--- src/rtl/cmd_receive.sv ---
`default_nettype none
// +-----------------------------------------------------------------------------+
// | cmd_receive: oversampling UART receiver that assembles PKT_BYTES-byte       |
// | commands for the command FIFO. Define UART_PARITY_EN for 8E1 framing.       |
// | Revision: 1.0 - initial release                                             |
// +-----------------------------------------------------------------------------+
module cmd_receive #(
  parameter int OVERSAMPLE   = 16,
  parameter int PKT_BYTES    = 7,
  parameter int TIMEOUT_BITS = 32
) (
  input  logic                   clk,
  input  logic                   rst,
  input  logic                   baud_tick,
  input  logic                   rx_data,
  output logic [8*PKT_BYTES-1:0] cmd_fifo_wr_data,
  output logic                   cmd_fifo_wr_en,
  input  logic                   cmd_fifo_full,
  output logic                   rx_busy,
  output logic                   framing_err,
  output logic                   timeout_err,
  output logic                   overflow_err,
  output logic                   parity_err
);

  localparam int HALF     = OVERSAMPLE / 2;
  localparam int TO_LIMIT = TIMEOUT_BITS * OVERSAMPLE;
  localparam int SW       = $clog2(OVERSAMPLE);
  localparam int CW       = $clog2(PKT_BYTES + 1);
  localparam int TW       = $clog2(TO_LIMIT + 1);
  localparam int PW       = 8 * PKT_BYTES;

  typedef enum logic [2:0] {
    S_IDLE   = 3'd0,
    S_START  = 3'd1,
    S_DATA   = 3'd2,
    S_PARITY = 3'd3,
    S_STOP   = 3'd4
  } state_t;

  state_t          state, state_nxt;
  logic            rx_meta, rx_sync, rx_prev;
  logic [SW-1:0]   sample_cnt, sample_nxt;
  logic [2:0]      bit_cnt, bit_nxt;
  logic [7:0]      shift_byte, shift_nxt;
  logic [PW-1:0]   pkt, pkt_nxt;
  logic [CW-1:0]   byte_cnt, byte_cnt_nxt;
  logic [TW-1:0]   to_cnt, to_nxt;
  logic            framing_q, framing_nxt;
  logic            timeout_q, timeout_nxt;
  logic            start_edge, pkt_done;
`ifdef UART_PARITY_EN
  logic            par_bad, par_bad_nxt;
  logic            parity_q, parity_nxt;
`endif

  // Synchronizer and edge-history flops idle high like the line itself
  always_ff @(posedge clk) begin
    if (rst) begin
      rx_meta <= 1'b1;
      rx_sync <= 1'b1;
      rx_prev <= 1'b1;
    end else begin
      rx_meta <= rx_data;
      rx_sync <= rx_meta;
      rx_prev <= rx_sync;
    end
  end

  always_ff @(posedge clk) begin
    if (rst) begin
      state      <= S_IDLE;
      sample_cnt <= '0;
      bit_cnt    <= '0;
      shift_byte <= '0;
      pkt        <= '0;
      byte_cnt   <= '0;
      to_cnt     <= '0;
      framing_q  <= 1'b0;
      timeout_q  <= 1'b0;
`ifdef UART_PARITY_EN
      par_bad    <= 1'b0;
      parity_q   <= 1'b0;
`endif
    end else begin
      state      <= state_nxt;
      sample_cnt <= sample_nxt;
      bit_cnt    <= bit_nxt;
      shift_byte <= shift_nxt;
      pkt        <= pkt_nxt;
      byte_cnt   <= byte_cnt_nxt;
      to_cnt     <= to_nxt;
      framing_q  <= framing_nxt;
      timeout_q  <= timeout_nxt;
`ifdef UART_PARITY_EN
      par_bad    <= par_bad_nxt;
      parity_q   <= parity_nxt;
`endif
    end
  end

  assign start_edge = rx_prev & ~rx_sync;
  assign pkt_done   = (byte_cnt == CW'(PKT_BYTES));

  always_comb begin
    state_nxt    = state;
    sample_nxt   = sample_cnt;
    bit_nxt      = bit_cnt;
    shift_nxt    = shift_byte;
    pkt_nxt      = pkt;
    byte_cnt_nxt = byte_cnt;
    to_nxt       = to_cnt;
    framing_nxt  = 1'b0;
    timeout_nxt  = 1'b0;
`ifdef UART_PARITY_EN
    par_bad_nxt  = par_bad;
    parity_nxt   = 1'b0;
`endif
    // A finished packet is handed off (or dropped) in exactly one cycle
    if (pkt_done) byte_cnt_nxt = '0;

    case (state)
      S_IDLE: begin
        if (start_edge) begin
          state_nxt  = S_START;
          sample_nxt = '0;
          to_nxt     = '0;
`ifdef UART_PARITY_EN
          par_bad_nxt = 1'b0;
`endif
        end else if (byte_cnt != '0 && !pkt_done) begin
          if (baud_tick) begin
            if (to_cnt == TW'(TO_LIMIT - 1)) begin
              timeout_nxt  = 1'b1;
              byte_cnt_nxt = '0;
              to_nxt       = '0;
            end else begin
              to_nxt = to_cnt + TW'(1);
            end
          end
        end else begin
          to_nxt = '0;
        end
      end
      S_START: begin
        if (baud_tick) begin
          if (sample_cnt == SW'(HALF - 1)) begin
            sample_nxt = '0;
            bit_nxt    = '0;
            state_nxt  = rx_sync ? S_IDLE : S_DATA;
          end else begin
            sample_nxt = sample_cnt + SW'(1);
          end
        end
      end
      S_DATA: begin
        if (baud_tick) begin
          if (sample_cnt == SW'(OVERSAMPLE - 1)) begin
            sample_nxt = '0;
            shift_nxt  = {rx_sync, shift_byte[7:1]};
            bit_nxt    = bit_cnt + 3'd1;
            if (bit_cnt == 3'd7) begin
`ifdef UART_PARITY_EN
              state_nxt = S_PARITY;
`else
              state_nxt = S_STOP;
`endif
            end
          end else begin
            sample_nxt = sample_cnt + SW'(1);
          end
        end
      end
`ifdef UART_PARITY_EN
      S_PARITY: begin
        if (baud_tick) begin
          if (sample_cnt == SW'(OVERSAMPLE - 1)) begin
            sample_nxt  = '0;
            par_bad_nxt = (rx_sync != ^shift_byte);
            state_nxt   = S_STOP;
          end else begin
            sample_nxt = sample_cnt + SW'(1);
          end
        end
      end
`endif
      S_STOP: begin
        if (baud_tick) begin
          if (sample_cnt == SW'(OVERSAMPLE - 1)) begin
            sample_nxt = '0;
            state_nxt  = S_IDLE;
            if (!rx_sync) begin
              framing_nxt  = 1'b1;
              byte_cnt_nxt = '0;
            end else
`ifdef UART_PARITY_EN
            if (par_bad) begin
              parity_nxt   = 1'b1;
              byte_cnt_nxt = '0;
            end else
`endif
            begin
              pkt_nxt      = {pkt[PW-9:0], shift_byte};
              byte_cnt_nxt = byte_cnt + CW'(1);
            end
          end else begin
            sample_nxt = sample_cnt + SW'(1);
          end
        end
      end
      default: state_nxt = S_IDLE;
    endcase
  end

  assign cmd_fifo_wr_data = pkt;
  assign cmd_fifo_wr_en   = pkt_done & ~cmd_fifo_full;
  assign overflow_err     = pkt_done & cmd_fifo_full;
  assign framing_err      = framing_q;
  assign timeout_err      = timeout_q;
  assign rx_busy          = (state != S_IDLE);
`ifdef UART_PARITY_EN
  assign parity_err       = parity_q;
`else
  assign parity_err       = 1'b0;
`endif

endmodule
`default_nettype wire
--- config.mk ---
export PLATFORM = sky130hd
export DESIGN_NAME = cmd_receive
export DESIGN_NICKNAME = d
export VERILOG_FILES = /design/src/rtl/cmd_receive.sv
export SDC_FILE = /design/constraint.sdc
export NUM_CORES = 1
export LEC_CHECK = 0
export ABC_AREA = 1
export BUFFER_PORTS_ARGS = -buffer_cell sky130_fd_sc_hd__buf_2
export CORE_AREA = 2 2 88 90
export CTS_CLUSTER_DIAMETER = 100
export DETAILED_ROUTE_END_ITERATION = 10
export DIE_AREA = 0 0 90 92
export GPL_ROUTABILITY_DRIVEN = 0
export PLACE_DENSITY = 0.72
export RECOVER_POWER = 100
export SKIP_LAST_GASP = 1
export SYNTH_ARGS = -nofsm -noshare
export SYNTH_HDL_FRONTEND = slang
export SYNTH_SLANG_ARGS = --single-unit
export TNS_END_PERCENT = 10
--- constraint.sdc ---
create_clock -name clk -period 1.74 [get_ports clk]
set_input_delay 0.174 -clock clk [delete_from_list [all_inputs] [get_ports clk]]
set_output_delay 0.174 -clock clk [all_outputs]
set_load 0.05 [all_outputs]
==> impl_metrics.yaml, run 1 <==
floorplan:
  num_rows: 32
  coreArea_um2: 7450
  die_area_um2: 8280
  dieWidth_um: 90
  ios: 67
  die-height_um: 92
  start_util_pct: 52.2
synth:
  yosysUniqueCellTypes: 27
  yosys.area.top_type_share_pct: 47.4
  yosysWarnings: 0
  netlist_instances: 535
  syn_nets: 548
  syn_area_um2: 3880
  synth_edf_count: 0
  ys_top_cells_by_area: "dfxtp_1, nor2_1, o21ai_0"
  ys_seq_area_share_pct: 47.4
  synthArstFlopShare_pct: 0
  syn_area_per_cell_um2: 7.26
  synth_seq_cells: 92
  synthFlopType: "dfxtp_1"
  yosys.area.top_type: "dfxtp_1"
worst_setup_path:
  cp_max_fo: 56
  critPathArrivalTime_ns: 1.95
  slowest_stage: "dfxtp_2"
  required_ns: 2.03
  path_cells: "ha_1 > nand3_2 > nor2_4 > nand2_2 > nor2_4 > buf_12 > o21ai_0 > nor2_1"
  r2r-end: "cmd_fifo_wr_data[26]"
  r2r_cells: 8
  crit_path_start_kind: "flip-flop"
  endpoint_kind: "flip-flop"
  timing.rr.start: "sample_cnt[0]"
  cp_common_cell: "nor2_4"
  max_stage_delay_ns: 0.36
  critPathKind: "flip-flop to flip-flop"
  reg2reg_slack_ns: 0.07
placed_design:
  port_buffers: 65
  dp_hpwl_um: 5920
  dp.cells: 690
route:
  first_pass_iters: 4
  ant_nets: 0
  post-route-drc-count: 0
  routedWlPerCell_um: 12.3
  first_iter_violations: 182
  via_per_inst: 4.93
  vias: 3506
  totalWireLength_um: 8730
layout:
  most-common-layout-cells: "nor2_1, dfxtp_1, nand2_1"
  area_growth_syn_to_layout_pct: 16.9
  instances_no_fill: 711
  ff_latch_area_um2: 1840
  finalNetCount: 617
  multiInputGateArea_um2: 1780
  antenna_cells: 0
  fill_cells: 744
  final_util_pct: 61.0
  layout-drive-gt1-share_pct: 10.7
  final_common_cell: "nor2_1"
timing:
  max_freq_mhz: 599
  maxSlewViolCount: 0
  hold_violations: 0
  fin_crit_sh_pct: 96.0
  worst_pin_slew_ns: 0.638
  rsz0062_at_grt: "yes"
  relSlewSlack_pct: 57.7
  final.min_clock_period_ns: 1.67
  setup_viol: 0
  skew_ns: 0.00668
global_routing:
  grt_pass1_vias: 3268
  grt_max_degree: 64
  overflow: 0
  track_usage_pct: 21.7
  antenna_found_initial: 0
  grt_pass1_wl_um: 15000
power_and_ir_drop:
  leakage_nw: 2.09
  ir_drop_mv: 0.609
  cellPowerDensity_nw_per_um2: 1150
cts:
  ctsRootBufferMaster: "clkbuf_8"
  numCtsBuffers: 9
  clkTransAtPathRegs_ns: 0.09
  insertion_delay_ns: 0.35
  cts_tree: "built"
  clk_path_buf_depth: 2
  htree_levels: 3
  cts.sinks: 92
min_path:
  holdPathEnd: "sample_cnt[1]"
  min_path_cells: 2
  hold_path.class: "primary input to flip-flop"
  hold_start: "rst"
run_status:
  status: "complete, no violations"
job:
  cap_violations: 0
cell type report:
class | count | share of cell area, %
Inverter | 31 | 2.70
Multi-Input combinational cell | 389 | 39.2
Tap cell | 102 | 2.81
Clock inverter | 6 | 2.56
Timing Repair Buffer | 81 | 9.12
Sequential cell | 92 | 40.6
Clock buffer | 10 | 3.03
sequential cells by signal, indices dropped and copies added (netlist names):
register	flops
bit_cnt	3
byte_cnt	3
cmd_fifo_wr_data	56
framing_err	1
rx_meta	1
rx_prev	1
rx_sync	1
sample_cnt	4
shift_byte	8
state	3
timeout_err	1
to_cnt	10
power breakdown:
group	total, W	internal [W]	switching (W)
combinational	0.00119	0.000340	0.000846
sequential	0.00226	0.00218	0.0000789
clock	0.00176	0.00101	0.000756
worst max path at each step:
stage / start / endpoint / depth (start not counted)
after detailed placement: byte_cnt[0] / to_cnt[4] / 11
after floorplan: byte_cnt[0] / cmd_fifo_wr_en / 4
after global routing: sample_cnt[0] / cmd_fifo_wr_data[16] / 8
after CTS: byte_cnt[0] / to_cnt[4] / 11
after global placement: byte_cnt[0] / to_cnt[4] / 11
final: sample_cnt[0] / cmd_fifo_wr_data[26] / 8
metrics by stage:
stage | hold slack (ns) | instance area (µm²) | power, W | setup slack, ns | setup TNS (ns)
floorplan | 0.278 | 3880 | 0.00320 | 0.177 | 0
CTS | 0.167 | 4560 | 0.00521 | 0.00209 | 0
global placement | 0.358 | 4290 | 0.00342 | 0.111 | 0
global route | 0.160 | 4540 | 0.00553 | -0.0706 | -2.28
detailed placement | 0.360 | 4290 | 0.00345 | 0.0381 | 0
finish | 0.178 | 4540 | 0.00521 | 0.0703 | 0
cells in the mapped netlist (3+ instances only):
cell type / n
nor2_1: 164
dfxtp_1: 92
nand2_1: 76
o21ai_0: 62
inv_1: 25
nand3_1: 21
a21oi_1: 17
o21ai_1: 14
buf_6: 9
clkbuf_1: 9
ha_1: 8
nor2_2: 8
inv_2: 6
nand4_1: 4
nand3_2: 3
cell families (layout without fill, tap and decap cells):
logic type      after synthesis  count (layout)  share of synthesized area [%]
fa+ha+maj                     8               8                           2.58
compound gates               96              96                           12.6
buf+inv                      54             128                           7.21
other cells                   1               1                         0.0965
flops                        92              92                           47.4
simple gates                283             283                           29.9
xor+xnor                      1               1                          0.225
worst max-delay path: cells and delay by family (launching register included):
| kind | cells | cell delay [ns] |
|---|---|---|
| fa+ha+maj | 1 | 0.22 |
| buf+inv | 1 | 0.25 |
| simple gates | 5 | 0.64 |
| flops | 1 | 0.36 |
| compound gates | 1 | 0.12 |
timing repair:
action,in CTS,in global routing
cloned,0,0
setup endpoints to repair,1,69
pin swaps,0,1
hold endpoints to repair,1,0
hold buffers,1,0
resized for setup,1,12
buffers inserted,0,4
layer usage:
layer,part of all wire (%),global-route usage (%),vias to the layer above
met3,4.5,5.59,9
met4,1.0,5.51,0
met2,46,36.8,65
li1,-,-,1847
met1,48,27.6,1585
met5,0,0,-
Power figures use the tool's default switching activity.
==> inputs of run 2 (changes only) <==
--- a/config.mk
+++ b/config.mk
@@ -12,7 +12,7 @@
 export DETAILED_ROUTE_END_ITERATION = 10
 export DIE_AREA = 0 0 90 92
 export GPL_ROUTABILITY_DRIVEN = 0
-export PLACE_DENSITY = 0.72
+export PLACE_DENSITY = 0.76
 export RECOVER_POWER = 100
 export SKIP_LAST_GASP = 1
 export SYNTH_ARGS = -nofsm -noshare
==> constraint.sdc (replaced) <==
create_clock -name clk -period 1.8 [get_ports clk]
set_input_delay 0.18 -clock clk [delete_from_list [all_inputs] [get_ports clk]]
set_output_delay 0.18 -clock clk [all_outputs]
set_load 0.05 [all_outputs]
==> impl_metrics.yaml, run 2 (synthesis gave the netlist of run 1 again) <==
run_status:
  status: "complete, no violations"
power_and_ir_drop:
  switching_share_pct: 33.7
  cellPowerDensity_nw_per_um2: 1090
  ir_drop_mv: 0.492
  power.switching_w: 0.00163
  clock_power_share_pct: 31.7
  internal_power_w: 0.00320
  p_seq_share_pct: 45.0
  combPwrFrac_pct: 23.2
  leakage_nw: 2.03
route:
  ant_nets: 0
  routedWlPerCell_um: 12.3
  via_per_inst: 5.08
  totalWireLength_um: 8650
  first_pass_iters: 4
  post-route-drc-count: 0
  first_iter_violations: 187
  vias: 3589
floorplan:
  start_util_pct: 52.2
  ios: 67
  num_rows: 32
  die-height_um: 92
  dieWidth_um: 90
  die_area_um2: 8280
  coreArea_um2: 7450
worst_setup_path:
  crit_path_start_kind: "flip-flop"
  path_cells: "ha_1 > nand3_2 > nor2_2 > nand2_1 > nor2_4 > buf_8 > o21ai_0 > nor2_1"
  slowest_stage: "dfxtp_1"
  crit_family: "simple AND/OR/NAND/NOR gates"
  critPathArrivalTime_ns: 2.03
  cp_num_buf_inv: 1
  cp_max_fo: 57
  max_stage_delay_ns: 0.38
  cp-startpoint: "sample_cnt[0]"
  required_ns: 2.08
  timing.rr.start: "sample_cnt[0]"
  critPathKind: "flip-flop to flip-flop"
  endpoint_kind: "flip-flop"
placed_design:
  dp_hpwl_um: 6030
  dp.cells: 689
  port_buffers: 65
cts:
  cts_tree: "built"
  hold_buffers: 0
  ctsRootBufferMaster: "clkbuf_8"
  cts.sinks: 92
  clk_path_buf_depth: 2
  htree_levels: 3
  numCtsBuffers: 9
  clkTransAtPathRegs_ns: 0.09
  insertion_delay_ns: 0.34
  postCtsSetupRepairBufs: 0
job:
  cap_violations: 0
timing:
  max_freq_mhz: 570
  maxSlewViolCount: 0
  skew_ns: 0.00535
  fin_crit_sh_pct: 97.5
  final.min_clock_period_ns: 1.76
  worst_pin_slew_ns: 0.633
  hold_violations: 0
  rsz0062_at_grt: "yes"
  relSlewSlack_pct: 58.0
  setup_viol: 0
layout:
  instances_no_fill: 706
  area_growth_syn_to_layout_pct: 13.7
  most-common-layout-cells: "nor2_1, dfxtp_1, nand2_1"
  fill_cells: 753
  antenna_cells: 0
  finalNetCount: 612
  final_common_cell: "nor2_1"
  largest_register_ffs: 56
  layout-drive-gt1-share_pct: 9.27
  final_util_pct: 59.3
global_routing:
  grt_max_degree: 58
  gr-usage-met3_pct: 4.44
  met2_usage_pct: 35.3
  grt_pass1_wl_um: 14700
  grtUsageMet1_pct: 27.7
  antenna_found_initial: 0
  overflow: 0
  track_usage_pct: 21.2
  grt_pass1_vias: 3240
  busiest_layer: "met2"
min_path:
  hold_path.class: "primary input to flip-flop"
  hold_start: "rx_data"
run 2: cell types whose count changed in the layout (fill, tap and decap cells not counted), moves of 2 or more:
cell | before | now
buf_12 | 3 | 0
clkbuf_4 | 5 | 0
clkinvlp_2 | 0 | 2
dfxtp_2 | 2 | 0
dfxtp_1 | 90 | 92
run 2: power groups by stage:
stage          combinational, W  sequential (W)  clock (W)
2_1_floorplan          0.000893         0.00220          0
3_3_place_gp            0.00108         0.00222          0
3_5_place_dp            0.00111         0.00222          0
4_1_cts                 0.00113         0.00217    0.00156
5_1_grt                 0.00127         0.00218    0.00164
6_report                0.00112         0.00217    0.00153
run 2: area by class of cell:
class	count	area [µm²]	area share, %
inverters	31	120	2.72
repair inverters	1	5.00	0.113
multi-input cells	389	1760	39.9
well taps	102	128	2.89
clock inverters	7	97.6	2.21
repair buffers	75	338	7.65
flip-flops and latches	92	1840	41.7
clock buffers	9	124	2.80
run 2: path summary, 6_finish.rpt:
kind | end | slack (ns) | cells after the start
worst min register to register | rx_sync | 0.41 | 1
worst min-delay path | rx_meta | 0.05 | 2
worst max register to register | cmd_fifo_wr_data[23] | 0.04 | 8
worst max-delay path | cmd_fifo_wr_data[23] | 0.04 | 8
run 2: timing repair:
| item | CTS | global route |
|---|---|---|
| setup endpoints to repair | 2 | 61 |
| resized for setup | 1 | 9 |
| cloned | 0 | 1 |
run 2: per-layer routing:
layer | routed length (µm) | vias to the layer above
met5 | 0 | -
met3 | 464 | 9
met2 | 4110 | 93
met4 | 100 | 0
li1 | - | 1837
met1 | 3980 | 1650
run 2: stage by stage:
stage | total power, W | setup TNS [ns] | area, µm² | setup WS, ns | hold WS, ns
6_report | 0.00483 | 0 | 4420 | 0.0445 | 0.0456
4_1_cts | 0.00486 | -0.00342 | 4490 | -0.00342 | 0.0254
3_3_place_gp | 0.00330 | 0 | 4260 | 0.0891 | 0.384
2_1_floorplan | 0.00310 | 0 | 3880 | 0.231 | 0.284
3_5_place_dp | 0.00334 | 0 | 4260 | 0.0158 | 0.386
5_1_grt | 0.00510 | -2.67 | 4420 | -0.110 | 0.0158
